## config.mk

```make
export PLATFORM = sky130hd
export DESIGN_NAME = axi_lite_regbank_flat
export DESIGN_NICKNAME = d
export VERILOG_FILES = /design/src/rtl/axi_lite_regbank_if.sv /design/src/rtl/axi_lite_regbank.sv /design/src/flat_wrapper.sv
export SDC_FILE = /design/constraint.sdc
export NUM_CORES = 1
export LEC_CHECK = 0
export BUFFER_PORTS_ARGS = -buffer_cell sky130_fd_sc_hd__clkbuf_2
export CAP_MARGIN = 20
export CORE_MARGIN = 5
export CORE_UTILIZATION = 40
export CTS_CLUSTER_SIZE = 30
export DETAILED_ROUTE_END_ITERATION = 12
export GPL_TIMING_DRIVEN = 0
export PLACE_DENSITY = 0.67
export SLEW_MARGIN = 15
export SYNTH_ARGS = -nofsm -noshare
export SYNTH_HDL_FRONTEND = slang
export SYNTH_SLANG_ARGS = --single-unit
```

## constraint.sdc

```tcl
create_clock -name clk -period 2.26 [get_ports clk]
set_clock_uncertainty 0.15 [all_clocks]
set_input_delay 0 -clock clk [delete_from_list [all_inputs] [get_ports clk]]
set_output_delay 0 -clock clk [all_outputs]
set_load 0.01 [all_outputs]
```

## src/rtl/axi_lite_regbank_if.sv

```systemverilog
// AXI4-Lite bus bundle between the PS interconnect (master) and a register bank (slave).
interface axi_lite_regbank_if #(
  parameter int ADDR_W = 8
);
  logic              s_awvalid;
  logic              s_awready;
  logic [ADDR_W-1:0] s_awaddr;
  logic              s_wvalid;
  logic              s_wready;
  logic [31:0]       s_wdata;
  logic [3:0]        s_wstrb;
  logic              s_bvalid;
  logic              s_bready;
  logic [1:0]        s_bresp;
  logic              s_arvalid;
  logic              s_arready;
  logic [ADDR_W-1:0] s_araddr;
  logic              s_rvalid;
  logic              s_rready;
  logic [31:0]       s_rdata;
  logic [1:0]        s_rresp;

  modport master (
    output s_awvalid, s_awaddr, s_wvalid, s_wdata, s_wstrb, s_bready,
    output s_arvalid, s_araddr, s_rready,
    input  s_awready, s_wready, s_bvalid, s_bresp, s_arready, s_rvalid, s_rdata, s_rresp
  );

  modport slave (
    input  s_awvalid, s_awaddr, s_wvalid, s_wdata, s_wstrb, s_bready,
    input  s_arvalid, s_araddr, s_rready,
    output s_awready, s_wready, s_bvalid, s_bresp, s_arready, s_rvalid, s_rdata, s_rresp
  );
endinterface

```

## src/rtl/axi_lite_regbank.sv

```systemverilog
// AXI4-Lite register bank: ID word, N_RO status words, N_RW byte-strobed control words.
module axi_lite_regbank #(
  parameter int          ADDR_W   = 8,
  parameter int          N_RO     = 3,
  parameter int          N_RW     = 1,
  parameter logic [31:0] ID_VALUE = 32'hF00BA000,
  parameter logic [31:0] RW_RESET = 32'h00000000
) (
  input  logic                  clk,
  input  logic                  resetn,
  axi_lite_regbank_if.slave     axi,
  input  logic [32*N_RO-1:0]    ro_in,
  output logic [32*N_RW-1:0]    rw_out,
  output logic [N_RW-1:0]       wr_pulse
);
  localparam int IDX_W = ADDR_W - 2;
  localparam int RO_IW = (N_RO > 1) ? $clog2(N_RO) : 1;
  localparam int RW_IW = (N_RW > 1) ? $clog2(N_RW) : 1;
  localparam logic [1:0] RESP_OKAY   = 2'b00;
  localparam logic [1:0] RESP_SLVERR = 2'b10;

  logic             aw_full_r, w_full_r, bvalid_r, rvalid_r;
  logic [IDX_W-1:0] awidx_r;
  logic [31:0]      wdata_r, rdata_r;
  logic [3:0]       wstrb_r;
  logic [1:0]       bresp_r, rresp_r;
  logic [31:0]      rw_r [N_RW];
  logic [N_RW-1:0]  wr_pulse_r;
  logic [31:0]      ro_words_s [N_RO];

  logic             awready_s, wready_s, arready_s;
  logic             aw_hs_s, w_hs_s, ar_hs_s, commit_s, wr_hit_s;
  logic [31:0]      widx_s, ridx_s, wr_merged_s, rd_data_s;
  logic [RW_IW-1:0] wr_k_s, rd_rw_k_s;
  logic [RO_IW-1:0] rd_ro_k_s;
  logic [1:0]       rd_resp_s;
  logic             unused_addr_lsb_s;

  for (genvar k = 0; k < N_RO; k++) begin : g_ro
    assign ro_words_s[k] = ro_in[32*k +: 32];
  end
  for (genvar k = 0; k < N_RW; k++) begin : g_rw
    assign rw_out[32*k +: 32] = rw_r[k];
  end

  assign unused_addr_lsb_s = ^{axi.s_awaddr[1:0], axi.s_araddr[1:0]};

  assign awready_s = resetn & ~aw_full_r;
  assign wready_s  = resetn & ~w_full_r;
  assign arready_s = resetn & ~rvalid_r;
  assign aw_hs_s   = axi.s_awvalid & awready_s;
  assign w_hs_s    = axi.s_wvalid & wready_s;
  assign ar_hs_s   = axi.s_arvalid & arready_s;
  assign commit_s  = aw_full_r & w_full_r & (~bvalid_r | axi.s_bready);

  assign widx_s    = 32'(awidx_r);
  assign wr_hit_s  = (widx_s >= 32'(N_RO + 1)) && (widx_s <= 32'(N_RO + N_RW));
  assign wr_k_s    = RW_IW'(widx_s - 32'(N_RO + 1));
  assign ridx_s    = 32'(axi.s_araddr[ADDR_W-1:2]);

  assign axi.s_awready = awready_s;
  assign axi.s_wready  = wready_s;
  assign axi.s_arready = arready_s;
  assign axi.s_bvalid  = bvalid_r;
  assign axi.s_bresp   = bresp_r;
  assign axi.s_rvalid  = rvalid_r;
  assign axi.s_rdata   = rdata_r;
  assign axi.s_rresp   = rresp_r;
  assign wr_pulse      = wr_pulse_r;

  // Byte-strobe merge of held write data onto the targeted control word
  always_comb begin
    wr_merged_s = rw_r[wr_k_s];
    for (int b = 0; b < 4; b++) begin
      if (wstrb_r[b]) begin
        wr_merged_s[8*b +: 8] = wdata_r[8*b +: 8];
      end else begin
        wr_merged_s[8*b +: 8] = rw_r[wr_k_s][8*b +: 8];
      end
    end
  end

  // Read address decode; indices past the last RW word are unmapped, never aliased
  always_comb begin
    rd_data_s = 32'h0000_0000;
    rd_resp_s = RESP_SLVERR;
    rd_ro_k_s = RO_IW'(ridx_s - 32'd1);
    rd_rw_k_s = RW_IW'(ridx_s - 32'(N_RO + 1));
    if (ridx_s == 32'd0) begin
      rd_data_s = ID_VALUE;
      rd_resp_s = RESP_OKAY;
    end else if (ridx_s <= 32'(N_RO)) begin
      rd_data_s = ro_words_s[rd_ro_k_s];
      rd_resp_s = RESP_OKAY;
    end else if (ridx_s <= 32'(N_RO + N_RW)) begin
      rd_data_s = rw_r[rd_rw_k_s];
      rd_resp_s = RESP_OKAY;
    end else begin
      rd_data_s = 32'h0000_0000;
      rd_resp_s = RESP_SLVERR;
    end
  end

  // Write path: AW/W holding registers, commit into control words, B channel
  always_ff @(posedge clk) begin
    if (!resetn) begin
      aw_full_r  <= 1'b0;
      w_full_r   <= 1'b0;
      awidx_r    <= {IDX_W{1'b0}};
      wdata_r    <= 32'h0000_0000;
      wstrb_r    <= 4'b0000;
      bvalid_r   <= 1'b0;
      bresp_r    <= RESP_OKAY;
      wr_pulse_r <= {N_RW{1'b0}};
      for (int k = 0; k < N_RW; k++) begin
        rw_r[k] <= RW_RESET;
      end
    end else begin
      wr_pulse_r <= {N_RW{1'b0}};
      if (aw_hs_s) begin
        aw_full_r <= 1'b1;
        awidx_r   <= axi.s_awaddr[ADDR_W-1:2];
      end else if (commit_s) begin
        aw_full_r <= 1'b0;
      end
      if (w_hs_s) begin
        w_full_r <= 1'b1;
        wdata_r  <= axi.s_wdata;
        wstrb_r  <= axi.s_wstrb;
      end else if (commit_s) begin
        w_full_r <= 1'b0;
      end
      // A commit on the B handshake edge keeps bvalid up with the new response
      if (commit_s) begin
        bvalid_r <= 1'b1;
        if (wr_hit_s) begin
          bresp_r            <= RESP_OKAY;
          rw_r[wr_k_s]       <= wr_merged_s;
          wr_pulse_r[wr_k_s] <= 1'b1;
        end else begin
          bresp_r <= RESP_SLVERR;
        end
      end else if (axi.s_bready) begin
        bvalid_r <= 1'b0;
      end
    end
  end

  // Read path: register data/response on AR handshake, hold until R handshake
  always_ff @(posedge clk) begin
    if (!resetn) begin
      rvalid_r <= 1'b0;
      rdata_r  <= 32'h0000_0000;
      rresp_r  <= RESP_OKAY;
    end else if (ar_hs_s) begin
      rvalid_r <= 1'b1;
      rdata_r  <= rd_data_s;
      rresp_r  <= rd_resp_s;
    end else if (axi.s_rready) begin
      rvalid_r <= 1'b0;
    end
  end
endmodule

```

## src/flat_wrapper.sv

```systemverilog
// flat-port wrapper written by rule: the top's interface ports become plain ports
module axi_lite_regbank_flat 
#(
  parameter int          ADDR_W   = 8,
  parameter int          N_RO     = 3,
  parameter int          N_RW     = 1,
  parameter logic [31:0] ID_VALUE = 32'hF00BA000,
  parameter logic [31:0] RW_RESET = 32'h00000000
)
  (clk, resetn, ro_in, rw_out, wr_pulse, axi_s_awvalid, axi_s_awaddr, axi_s_wvalid, axi_s_wdata, axi_s_wstrb, axi_s_bready, axi_s_arvalid, axi_s_araddr, axi_s_rready, axi_s_awready, axi_s_wready, axi_s_bvalid, axi_s_bresp, axi_s_arready, axi_s_rvalid, axi_s_rdata, axi_s_rresp);
  axi_lite_regbank_if #(.ADDR_W(ADDR_W)) axi_i ();
  input  logic clk;
  input  logic resetn;
  input  logic [32*N_RO-1:0] ro_in;
  output logic [32*N_RW-1:0] rw_out;
  output logic [N_RW-1:0] wr_pulse;
  input wire logic [$bits(axi_i.s_awvalid)-1:0] axi_s_awvalid;
  input wire logic [$bits(axi_i.s_awaddr)-1:0] axi_s_awaddr;
  input wire logic [$bits(axi_i.s_wvalid)-1:0] axi_s_wvalid;
  input wire logic [$bits(axi_i.s_wdata)-1:0] axi_s_wdata;
  input wire logic [$bits(axi_i.s_wstrb)-1:0] axi_s_wstrb;
  input wire logic [$bits(axi_i.s_bready)-1:0] axi_s_bready;
  input wire logic [$bits(axi_i.s_arvalid)-1:0] axi_s_arvalid;
  input wire logic [$bits(axi_i.s_araddr)-1:0] axi_s_araddr;
  input wire logic [$bits(axi_i.s_rready)-1:0] axi_s_rready;
  output wire logic [$bits(axi_i.s_awready)-1:0] axi_s_awready;
  output wire logic [$bits(axi_i.s_wready)-1:0] axi_s_wready;
  output wire logic [$bits(axi_i.s_bvalid)-1:0] axi_s_bvalid;
  output wire logic [$bits(axi_i.s_bresp)-1:0] axi_s_bresp;
  output wire logic [$bits(axi_i.s_arready)-1:0] axi_s_arready;
  output wire logic [$bits(axi_i.s_rvalid)-1:0] axi_s_rvalid;
  output wire logic [$bits(axi_i.s_rdata)-1:0] axi_s_rdata;
  output wire logic [$bits(axi_i.s_rresp)-1:0] axi_s_rresp;
  assign axi_i.s_awvalid = axi_s_awvalid;
  assign axi_i.s_awaddr = axi_s_awaddr;
  assign axi_i.s_wvalid = axi_s_wvalid;
  assign axi_i.s_wdata = axi_s_wdata;
  assign axi_i.s_wstrb = axi_s_wstrb;
  assign axi_i.s_bready = axi_s_bready;
  assign axi_i.s_arvalid = axi_s_arvalid;
  assign axi_i.s_araddr = axi_s_araddr;
  assign axi_i.s_rready = axi_s_rready;
  assign axi_s_awready = axi_i.s_awready;
  assign axi_s_wready = axi_i.s_wready;
  assign axi_s_bvalid = axi_i.s_bvalid;
  assign axi_s_bresp = axi_i.s_bresp;
  assign axi_s_arready = axi_i.s_arready;
  assign axi_s_rvalid = axi_i.s_rvalid;
  assign axi_s_rdata = axi_i.s_rdata;
  assign axi_s_rresp = axi_i.s_rresp;
  axi_lite_regbank #(.ADDR_W(ADDR_W), .N_RO(N_RO), .N_RW(N_RW), .ID_VALUE(ID_VALUE), .RW_RESET(RW_RESET)) u_core (.clk(clk), .resetn(resetn), .axi(axi_i), .ro_in(ro_in), .rw_out(rw_out), .wr_pulse(wr_pulse));
endmodule
```

Yosys cells after proc, flatten, opt, wreduce, memory -nomap -nowiden
Memory sizes are Yosys's and may differ from the RTL's.
Index checks and enable logic that the tools add are counted.

storage, ports and cells
  bits in registers = 83
  bits in writable memories = 32
  bits of input ports = 155
  logic and storage cells = 81
  memories kept = 1

memory list
  name         words  bits a word  read ports  clocked after memory_dff  wr ports  line                    source
  u_core.rw_r  1      32           2           0                         1         axi_lite_regbank.sv:27  logic [31:0] rw_r [N_RW];

cells by class
  add/sub/neg operators = 2
  $lt $le $gt $ge = 7
  equality and inequality tests = 4
  mux-type cells = 29
  bitwise operators = 14
  reductions and logical operators = 13

operators with widths
  cell                 count
  $mux 32              6
  $bmux 32 s2          1
  $logic_not 32->1     1
  $mux 8               4
  $reduce_or 32->1     1
  $mux 1               13
  $le 6x3->1 const B   2
  $and 1x1->1          8
  $mux 2               4
  $reduce_and 2->1     4
  $reduce_bool 2->1    4
  $ge 6x3->1 const B   1
  $le 6x2->1 const B   1
  $mux 4               1
  $ne 1x1->1 const B   4
  $not 1->1            4
  $ge 3x3->1 const B   1
  $not 2->3            1
  $reduce_and 3->1     1
  $logic_and 1x1->1    2
  $sub 2x1->2 const B  1
  $ge 1x1->1 const B   1
  $lt 1x1->1 const B   1
  $or 1x1->1           1
  $sub 1x1->1 const B  1

Depth between registers and ports, before layout
Gate-level depths: netlist of run 1.

  depth after elaboration = 9
  gate-level depth with buffers = 10
  depth with buffers taken out = 5

Worst setup path after synthesis of run 1
No wires, ideal clock.

  kind = register -> register
  from = register u_core.awidx_r[0]
  to = memory u_core.rw_r[0][0] (enable)
  arrival time = 1.533 ns
  data required time = 1.726 ns
  path slack = 0.193 ns
  stages on the path, launching flop included = 5
  buffers on the path = 1
  cells stage by stage = dfxtp_1 > nor4b_1 > nand4b_1 > clkbuf_1 > o21ai_0

on the way
  cells in the longest elaborated chain, start to end = 9

ends and longest elaborated chain
  item                                             line                     source
  from (decl)                                      axi_lite_regbank.sv:23   logic [IDX_W-1:0] awidx_r;
  from (signal assigned)                           axi_lite_regbank.sv:109  awidx_r <= {IDX_W{1'b0}};
  from (signal assigned)                           axi_lite_regbank.sv:122  awidx_r <= axi.s_awaddr[ADDR_W-1:2];
  $ge 6x3->1 / $le 6x3->1 (equally long branches)  axi_lite_regbank.sv:57   assign wr_hit_s = (widx_s >= 32'(N_RO + 1)) && (widx_s <= 32'(N_RO + N_RW));
  $logic_and 1x1->1 *                              axi_lite_regbank.sv:57
  $mux 1 *                                         axi_lite_regbank.sv:136  if (wr_hit_s) begin
  $mux 1 *                                         axi_lite_regbank.sv:134  if (commit_s) begin
  $mux 1 *                                         axi_lite_regbank.sv:106  if (!resetn) begin
  $mux 1 (not written as such) *                   axi_lite_regbank.sv:138  rw_r[wr_k_s] <= wr_merged_s;
  $reduce_and 2->1 (no source line)                n/a
  $reduce_or 32->1 (no source line)                n/a
  $mux 4 (no source line) *                        n/a
  to (decl)                                        axi_lite_regbank.sv:27

Every way passes the cells marked *; elsewhere a longest branch is shown, timed or not.

Final worst setup path of run 1
  from = register u_core.awidx_r[0]
  to = memory u_core.rw_r[0][19] (enable)

The elaborated chain is that of the path after synthesis.

==> results of run 1 <==
registers in the layout, indices dropped and copies added, names as in the netlist:
name	cells
u_core.axi.s_bresp	1
u_core.axi.s_bvalid	1
u_core.awidx_r	6
u_core.aw_full_r	1
u_core.wdata_r	32
u_core.axi.s_rresp	1
u_core.axi.s_rdata	32
u_core.wr_pulse	1
u_core.w_full_r	1
u_core.wstrb_r	4
u_core.rw_r	32
u_core.axi.s_rvalid	1
repair_timing:
action	CTS	global route
hold endpoints to repair	80	0
hold buffers	157	0
setup endpoints to repair	28	16
resized for setup	6	8
layer usage:
layer / track usage [%] / up-vias / share of wire [%]
met4: 14.1 / 0 / 4.4
met1: 29.2 / 2641 / 39
met3: 5.33 / 69 / 6.1
met2: 44.4 / 263 / 50
met5: 0 / - / 0
li1: - / 2671 / -
layout make-up:
class                      instances  area (µm²)
clock buffer                      20         457
buffer                            46         204
multi-input combinational        358        2100
inverter                           8        30.0
clock inverter                    12         116
sequential                       113        2580
tap                              147         184
fill                             917        3650
timing repair buffer             379        2680
per-stage QoR:
step | worst slack (ns) | total power (W)
2_1_floorplan | 0.193 | 0.00259
3_3_place_gp | -0.392 | 0.00287
3_5_place_dp | -0.436 | 0.00289
4_1_cts | -0.0249 | 0.00566
5_1_grt | -0.0147 | 0.00586
6_report | 0.0899 | 0.00566
synthesized netlist by cell type (2+ instances only):
master / number
nand2_1: 117
dfxtp_1: 81
o21ai_0: 47
nor2_1: 44
mux2i_1: 35
clkbuf_1: 34
edfxtp_1: 32
a22o_1: 23
o221ai_1: 23
a21oi_1: 9
a211o_1: 7
a31oi_1: 7
buf_2: 7
inv_1: 7
nand2b_1: 4
nand3_1: 4
nor2b_1: 4
o31ai_1: 4
a221oi_1: 3
buf_4: 3
mux2_2: 3
nand4_1: 3
o211ai_1: 3
and3b_1: 2
o211a_1: 2
path summary, 6_finish.rpt:
check / slack (ns) / endpoint / depth (start not counted)
hold / removal: 0.02 / u_core.axi.s_rdata[2] / 4
setup reg to reg: 0.09 / u_core.rw_r[0][19] / 4
hold reg to reg: 0.32 / u_core.wdata_r[19] / 2
setup / recovery: 0.09 / u_core.rw_r[0][19] / 4
cells in the final DEF, fill, tap and decap left out, types with 3 or more instances in the layout:
master / netlist / layout
clkinv_2: 0 / 5
buf_4: 3 / 3
nand2b_1: 4 / 4
o21ai_0: 47 / 43
o31ai_1: 4 / 4
clkbuf_16: 0 / 17
clkbuf_2: 0 / 223
o211ai_1: 3 / 3
nand4_1: 3 / 3
inv_1: 7 / 7
nor2b_1: 4 / 4
dfxtp_1: 81 / 81
o21ai_2: 0 / 4
mux2_2: 3 / 3
a21oi_1: 9 / 9
o221ai_1: 23 / 23
buf_2: 7 / 9
nor2_1: 44 / 44
clkinv_1: 1 / 3
edfxtp_1: 32 / 32
a221oi_1: 3 / 3
a22o_1: 23 / 23
mux2i_1: 35 / 35
nand2_1: 117 / 117
a31oi_1: 7 / 7
dlygate4sd3_1: 0 / 157
nand3_1: 4 / 4
clkbuf_1: 34 / 32
a211o_1: 7 / 7
power breakdown:
part           leakage (nW)  internal [W]  switching (W)
registers             0.994       0.00218      0.0000471
clock network         0.280       0.00166       0.000912
logic                  2.48      0.000453       0.000408
total                  3.75       0.00429        0.00137
worst max-delay path: stages (launching register included):
cell and delay (ns):
dfxtp_1 0.31, nor4b_1 0.33, nand4b_1 0.23, clkbuf_1 0.31, o21ai_2 0.48
cells by family after synthesis:
kind of cell / share of synthesized area (%)
AOI/OAI and AO/OA: 18.3
xor gates and xnor gates: 0.179
adders and majority gates: 0.255
buffers and inverters: 4.70
DFF: 52.7
muxes: 7.84
other: 0.0766
and+or+nand+nor: 16.0
==> summary.txt, run 1 <==
Synthesis
  – Synth Register Bits: between 100 and 150
  – Netlist cell types: 41
  – Async SR Flop Fraction: 0%
  – Area contributors post-synth: dfxtp_1 (33%), edfxtp_1 (20%), nand2_1 (9.0%)
  – Synthesis warning total: 0
  – Synthesized area: 0.00490 mm²
  – EDFF count, synth: 32
  – Cell type with the largest total area after synthesis: dfxtp_1
  – Syn_area_per_cell: 9.35 µm²
  – Leading register cell type out of synthesis: dfxtp_1
  – Synth top area share: approximately 33%
  – Gate Count Post-Synth: 524
  – Seq/Total Area, Yosys: 52.7%

Timing
  – Worst slew pin tran: 0.554 ns
  – Minimum period implied by the final worst setup slack: ~2.2 ns
  – Worst rel slew slack: 63.1%
  – Hold_ws: 0.0234 ns
  – Pins Over Slew Limit: 0
  – Setup tns final: 0 ns
  – Max Clk Rate: 0.461 GHz
  – Final Hold Fails: 0
  – Final setup viols: 0
  – Period utilization: a little over nine tenths

Drt
  – Routed Antenna Nets: 0
  – Wirelength, routed: 18.9 mm
  – Drt first pass iters: 5
  – DR DRC count: 0
  – Initial DRC count: 384
  – Drt wl/cell: 17.5 µm
  – Vias: 5,644
  – Via-to-Cell Ratio: 5.21

Final layout
  – Fin cells: 1,083
  – Nets: 1,079
  – Area Growth Syn to Fin: 70.7%
  – Final core utilization: 69.6%
  – Post-route cell area: 0.00836 mm²
  – Diode count: 0
  – Share of cells above drive strength 1: 29.3%

Power and ir drop
  – PD cells: between 600 and 700 mW/mm²
  – Peak supply drop: 587 µV
  – Standby leakage power: approximately 3.8 nW

Placement
  – Placer congestion estimate: approximately 0.84
  – DP HPWL: 13.2 mm
  – Number of port buffers: 220
  – DP Cell Count: 894
  – Area after DPL: 0.00620 mm²

Worst setup path
  – Peak fanout along the critical path: 10
  – Crit path kind: register to register
  – R2r startpoint: u_core.awidx_r[0]
  – CP Launch Point: u_core.awidx_r[0]
  – Critical Path End Type: register
  – WP data required: roughly 2.2 ns
  – Critical Path AT: 2.06 ns
  – Startpoint type of the worst setup path: register

Die
  – Die Span X: about 120 µm
  – Core area: 0.0120 mm²
  – Initial Utilization: around two fifths
  – Die Height: 121 µm
  – Total die area: 0.0146 mm²
  – Top-level I/O count: 229
  – Row count: 40

GRT
  – Grt ovf: 0
  – Vias in the first global route: 5,706
  – Global Route Usage Sum: 25.5%
  – First-pass GRT wire length: between 20 and 30 mm
  – Largest net degree at the start of global routing: 17
  – Initial antenna violation count: 0

Clock tree
  – Clk Tree Root Cell: clkbuf_16
  – CTS tree: built
  – H-Tree Depth: 4
  – Post-CTS Setup Inserts: 0
  – Total clock sinks: 113
  – Worst-path clk slew: 0.05 ns
  – Worst skew pair latency: 0.40 ns
  – Num CTS Buffers: 17
  – Max clock buf depth: 2

Job
  – # Max-Cap Violations: 0

Min path
  – Hold wc startpoint: ro_in[66]
  – Hold Crit Class: input pin to register

Outcome
  – Status: complete, no violations
Note: power is estimated with default switching activity, not from simulation.
==> inputs of run 2 (changes only) <==
Settings changed: CTS_BUF_LIST set to sky130_fd_sc_hd__clkbuf_16, HOLD_SLACK_MARGIN set to 0.02.
==> summary.txt, run 2 (synthesis results as in run 1) <==
Die
  – Row count: 40 (unchanged)
  – Top-level I/O count: 229 (unchanged)
  – Total die area: 0.0146 mm² (unchanged)
  – Die Span X: 121 µm (unchanged)
  – Die Height: 121 µm (unchanged)
  – Core area: 0.0120 mm² (unchanged)
  – Initial Utilization: 40.8% (unchanged)

Drt
  – DR DRC count: 0 (unchanged)
  – Initial DRC count: 362 (-5.7%)
  – Vias: 5,652 (+0.14%)
  – Routed Antenna Nets: 0 (unchanged)
  – Drt first pass iters: 7 (+2)
  – Via-to-Cell Ratio: 5.21 (about the same)
  – Wirelength, routed: 19.1 mm (+0.74%)
  – Drt wl/cell: 17.6 µm (+0.55%)

Final layout
  – Commonest non-fill, non-tap cell in the layout: clkbuf_2
  – Fillers: 922 (+0.55%)
  – Fin cells: 1,085 (+0.18%)
  – Area Growth Syn to Fin: 70.7% (unchanged)
  – Nets: 1,081 (+0.19%)
  – Most frequent cells in the layout: clkbuf_2 (223), dlygate4sd3_1 (159), nand2_1 (117), dfxtp_1 (81), nor2_1 (44)
  – Diode count: 0 (unchanged)
  – Share of cells above drive strength 1: 29.0% (-0.28 points)
  – Post-route cell area: 0.00836 mm² (unchanged)

Worst setup path
  – WP depth: 4 (unchanged)
  – Critical Path End Type: register
  – Crit path largest cell delay: 0.48 ns (about the same)
  – Startpoint type of the worst setup path: register
  – Worst r2r path cells: 4 (unchanged)
  – Crit path kind: register to register
  – Top delay family on crit path: simple AND/OR/NAND/NOR gates
  – Crit path cell chain: nor4b_1 -> nand4b_1 -> clkbuf_1 -> o21ai_2
  – Peak fanout along the critical path: 10 (unchanged)
  – Buffers & Inverters on Critical Path: 1 (unchanged)
  – Slowest cell on the critical path: o21ai_2
  – WP data required: 2.15 ns (about the same)
  – Critical Path AT: 2.06 ns (about the same)

Min path
  – Hold Crit Class: input pin to register
  – Hold Path Depth: 4 (unchanged)

Clock tree
  – Total clock sinks: 113 (unchanged)
  – Max clock buf depth: 2 (unchanged)
  – Num CTS Buffers: 17 (unchanged)
  – Worst skew pair latency: 0.40 ns (about the same)
  – Worst-path clk slew: 0.05 ns (about the same)
  – H-Tree Depth: 4 (unchanged)
  – Clk Tree Root Cell: clkbuf_16
  – CTS tree: built

Power and ir drop
  – Peak supply drop: 586 µV (-0.13%)
  – Total Power: 0.00559 W (-1.2%)
  – Standby leakage power: 3.75 nW (about the same)
  – PD cells: 668 mW/mm² (-1.2%)

Outcome
  – Status: complete, no violations

GRT
  – Global Route Usage Sum: 25.6% (+0.032 points)
  – Largest net degree at the start of global routing: 17 (unchanged)
  – Initial antenna violation count: 0 (unchanged)
  – Grt ovf: 0 (unchanged)
  – Vias in the first global route: 5,694 (-0.21%)
  – First-pass GRT wire length: 29.2 mm (about the same)

Job
  – # Max-Cap Violations: 0 (unchanged)

Timing
  – Max Clk Rate: 0.461 GHz (about the same)
  – Period utilization: 96.1% (about the same)
  – Final Hold Fails: 0 (unchanged)
  – Final setup viols: 0 (unchanged)
  – Worst slew pin tran: 0.554 ns (+0.000412 ns)
  – Minimum period implied by the final worst setup slack: 2.17 ns (+0.00133 ns)
  – Worst rel slew slack: 63.0% (about the same)
  – Pins Over Slew Limit: 0 (unchanged)

Placement
  – Number of port buffers: 220 (unchanged)
  – DP Cell Count: 894 (unchanged)
  – DP HPWL: 13.2 mm (unchanged)
  – Placer congestion estimate: 0.842 (unchanged)
  – Area after DPL: 0.00620 mm² (unchanged)
==> run 2: final timing paths <==
path	startpoint	to	slack (ns)
max reg2reg	u_core.awidx_r[0]	u_core.rw_r[0][17]	0.09
min	axi_s_araddr[2]	u_core.axi.s_rdata[19]	0.06
min reg2reg	u_core.wdata_r[2]	u_core.wdata_r[2]	0.32
max	u_core.awidx_r[0]	u_core.rw_r[0][17]	0.09
==> run 2: repair_timing <==
| action | CTS | global route |
|---|---|---|
| hold endpoints to repair | 80 | 0 |
| pin swaps | 0 | 0 |
| setup endpoints to repair | 28 | 16 |
| hold buffers | 159 | 0 |
| setup buffers | 0 | 0 |
| gates resized for setup | 6 | 8 |
==> run 2: metal layers <==
layer	vias to the layer above	share of wire [%]	GRT usage [%]
li1	2681	-	-
met1	2630	39	29.2
met2	269	50	44.8
met3	72	6.1	5.89
met4	0	4.3	12.5
met5	-	0	0
==> run 2: worst reg2reg max path, cell delays in order (launching register included) <==
cell	delay [ns]
dfxtp_1	0.31
nor4b_1	0.33
nand4b_1	0.23
clkbuf_1	0.30
o21ai_2	0.48
==> run 2: cell type report <==
cell class                      count  area (µm²)  area share (%)
Buffer                             46         204            2.44
Inverter                            8        30.0           0.359
Clock inverter                     15         128            1.53
Tap cell                          147         184            2.20
Multi-Input combinational cell    358        2100            25.2
Clock buffer                       17         425            5.09
Sequential cell                   113        2580            30.9
Timing Repair Buffer              381        2700            32.3
==> run 2: power by group <==
part	switching (W)	leakage [nW]	internal (W)
Sequential	0.0000477	0.994	0.00218
Combinational	0.000409	2.49	0.000455
Clock	0.000912	0.273	0.00159
Total	0.00137	3.75	0.00422
==> run 2: through the flow <==
stage	util [%]	setup TNS (ns)	worst slack (ns)	hold WS [ns]
6_report	69.6	0	0.0886	0.0590
5_1_grt	69.6	-0.177	-0.0131	0.0996
4_1_cts	69.5	-0.278	-0.0251	0.0459
3_5_place_dp	51.6	-10.60	-0.436	0.0536
3_3_place_gp	51.5	-12.50	-0.392	0.0509
2_1_floorplan	-	0	0.193	-0.0415
==> inputs of run 3 (changes only) <==
Settings changed: MAX_ROUTING_LAYER set to met4.
==> summary.txt, run 3 (synthesis results as in run 1) <==
Final layout
  – Final core utilization: 70.3% (+0.70 points)
  – Fillers: 901 (-2.3%)
  – FF+latch area: 0.00258 mm² (unchanged)
  – Area occupied by multi-input gates: 0.00210 mm² (unchanged)
  – Share of cells above drive strength 1: 29.3% (+0.35 points)
  – Area Growth Syn to Fin: 72.4%
  – Commonest non-fill, non-tap cell in the layout: clkbuf_2
  – Most frequent cells in the layout: clkbuf_2 (223), dlygate4sd3_1 (158), nand2_1 (117), dfxtp_1 (81), nor2_1 (44)
  – Nets: 1,080 (-0.093%)

Clock tree
  – Worst-path clk slew: 0.05 ns (about the same)
  – Total clock sinks: 113 (unchanged)
  – H-Tree Depth: 4 (unchanged)
  – Max clock buf depth: 2 (unchanged)
  – Post-CTS Setup Inserts: 0 (unchanged)
  – Num CTS Buffers: 17 (unchanged)
  – Clk Tree Root Cell: clkbuf_16
  – CTS tree: built
  – Worst skew pair latency: 0.41 ns (about the same)

Worst setup path
  – Critical Path End Type: register
  – R2r startpoint: u_core.awidx_r[0]
  – WP data required: 2.16 ns (about the same)
  – Peak fanout along the critical path: 10 (unchanged)
  – Critical Path AT: 2.05 ns (about the same)
  – Startpoint type of the worst setup path: register
  – Worst r2r dst: u_core.rw_r[0][22]
  – Crit path kind: register to register
  – Worst r2r path cells: 4 (unchanged)
  – R2r setup slk: 0.12 ns (+0.03 ns)

Timing
  – Hold_ws: 0.0362 ns (-0.0228 ns)
  – Final setup viols: 0 (unchanged)
  – Period utilization: 94.8% (-1.2 points)
  – RSZ-0062 raised after global routing: false
  – Max Clk Rate: 0.467 GHz (+1.3%)
  – Minimum period implied by the final worst setup slack: 2.14 ns (-0.0280 ns)
  – Final Hold Fails: 0 (unchanged)
  – Worst slew pin tran: 0.605 ns (+0.0505 ns)
  – Worst rel slew slack: 59.7% (-3.4 points)
  – Pins Over Slew Limit: 0 (unchanged)

Drt
  – Via-to-Cell Ratio: 5.27 (+1.1%)
  – Initial DRC count: 451 (+25%)
  – Routed Antenna Nets: 0 (unchanged)
  – Wirelength, routed: 19.9 mm (+4.5%)
  – Vias: 5,722 (+1.2%)
  – Drt first pass iters: 5 (-2)
  – Drt wl/cell: 18.3 µm (+4.4%)
  – DR DRC count: 0 (unchanged)

Min path
  – Hold Path Depth: 4 (unchanged)
  – Hold EP: u_core.axi.s_rdata[19]
  – Hold Crit Class: input pin to register
  – Hold wc startpoint: axi_s_araddr[2]

Placement
  – DP HPWL: 13.3 mm (+0.68%)
  – Placer congestion estimate: 0.858 (+1.9%)
  – Number of port buffers: 220 (unchanged)

Die
  – Core area: 0.0120 mm² (unchanged)
  – Die Span X: 121 µm (unchanged)
  – Total die area: 0.0146 mm² (unchanged)
  – Die Height: 121 µm (unchanged)
  – Top-level I/O count: 229 (unchanged)
  – Initial Utilization: 40.8% (unchanged)
  – Row count: 40 (unchanged)

Outcome
  – Status: complete, no violations

GRT
  – Grt ovf: 0 (unchanged)
  – Largest net degree at the start of global routing: 17 (unchanged)
  – Initial antenna violation count: 1 (+1)
  – Vias in the first global route: 5,774 (+1.4%)
  – First-pass GRT wire length: 30.4 mm (+4.3%)
  – Global Route Usage Sum: 27.7% (+2.1 points)

Power and ir drop
  – Standby leakage power: 3.78 nW (+0.76%)
  – Peak supply drop: 496 µV (-15%)
  – PD cells: 711 mW/mm² (+6.4%)
  – Total Power: 0.00601 W (+7.5%)

Job
  – # Max-Cap Violations: 0 (unchanged)
## run 3: cell type report
type | instances | share of cell area [%]
Clock inverter | 15 | 2.56
Sequential cell | 113 | 30.6
Tap cell | 147 | 2.18
Multi-Input combinational cell | 358 | 24.9
Timing Repair Buffer | 380 | 31.9
Antenna cell | 2 | 0.0593
Inverter | 8 | 0.356
Clock buffer | 17 | 5.04
Buffer | 46 | 2.42
## run 3: what timing repair did
item,4_1_cts,5_1_grt
endpoints found under the hold margin,80,0
hold buffers,158,0
endpoints found under the setup margin,28,31
gates resized for setup,3,11
## run 3: report_power, final
part / switching (W) / internal, W / total, W
Clock: 0.000962 / 0.00195 / 0.00291
Combinational: 0.000422 / 0.000454 / 0.000876
Sequential: 0.0000470 / 0.00217 / 0.00222
## run 3: worst max-delay path by stage
stage                      start                 end  slack, ns  cells after the start
6_report       u_core.awidx_r[0]  u_core.rw_r[0][22]       0.12                      4
4_1_cts        u_core.awidx_r[0]  u_core.rw_r[0][22]      -0.11                      4
3_3_place_gp   u_core.awidx_r[0]   u_core.rw_r[0][6]      -0.40                      4
3_5_place_dp   u_core.awidx_r[0]  u_core.rw_r[0][22]      -0.42                      4
2_1_floorplan  u_core.awidx_r[0]   u_core.rw_r[0][0]       0.19                      4
5_1_grt        u_core.awidx_r[0]  u_core.rw_r[0][14]       0.01                      5
## run 3: per-layer routing
metal | wire length [µm] | GRT usage (%) | vias up
met4 | 990 | 15.8 | 0
met5 | 0 | - | -
met2 | 10100 | 47.5 | 284
met1 | 7550 | 29.2 | 2680
li1 | - | - | 2675
met3 | 1270 | 6.55 | 83
## run 3: per-stage QoR
stage | std cells | TNS, ns | instance area, µm² | worst slack, ns
2_1_floorplan | 525 | 0 | 4900 | 0.193
3_3_place_gp | 892 | -12.31 | 6190 | -0.395
3_5_place_dp | 894 | -9.37 | 6200 | -0.421
4_1_cts | 1084 | -1.57 | 8420 | -0.110
5_1_grt | 1085 | 0 | 8440 | 0.0110
6_report | 1086 | 0 | 8440 | 0.117
## run 3: critical path, stage by stage, from the launching register on
cell,delay [ns]
dfxtp_1,0.31
nor4b_1,0.34
nand4b_1,0.22
clkbuf_1,0.30
o21ai_2,0.46
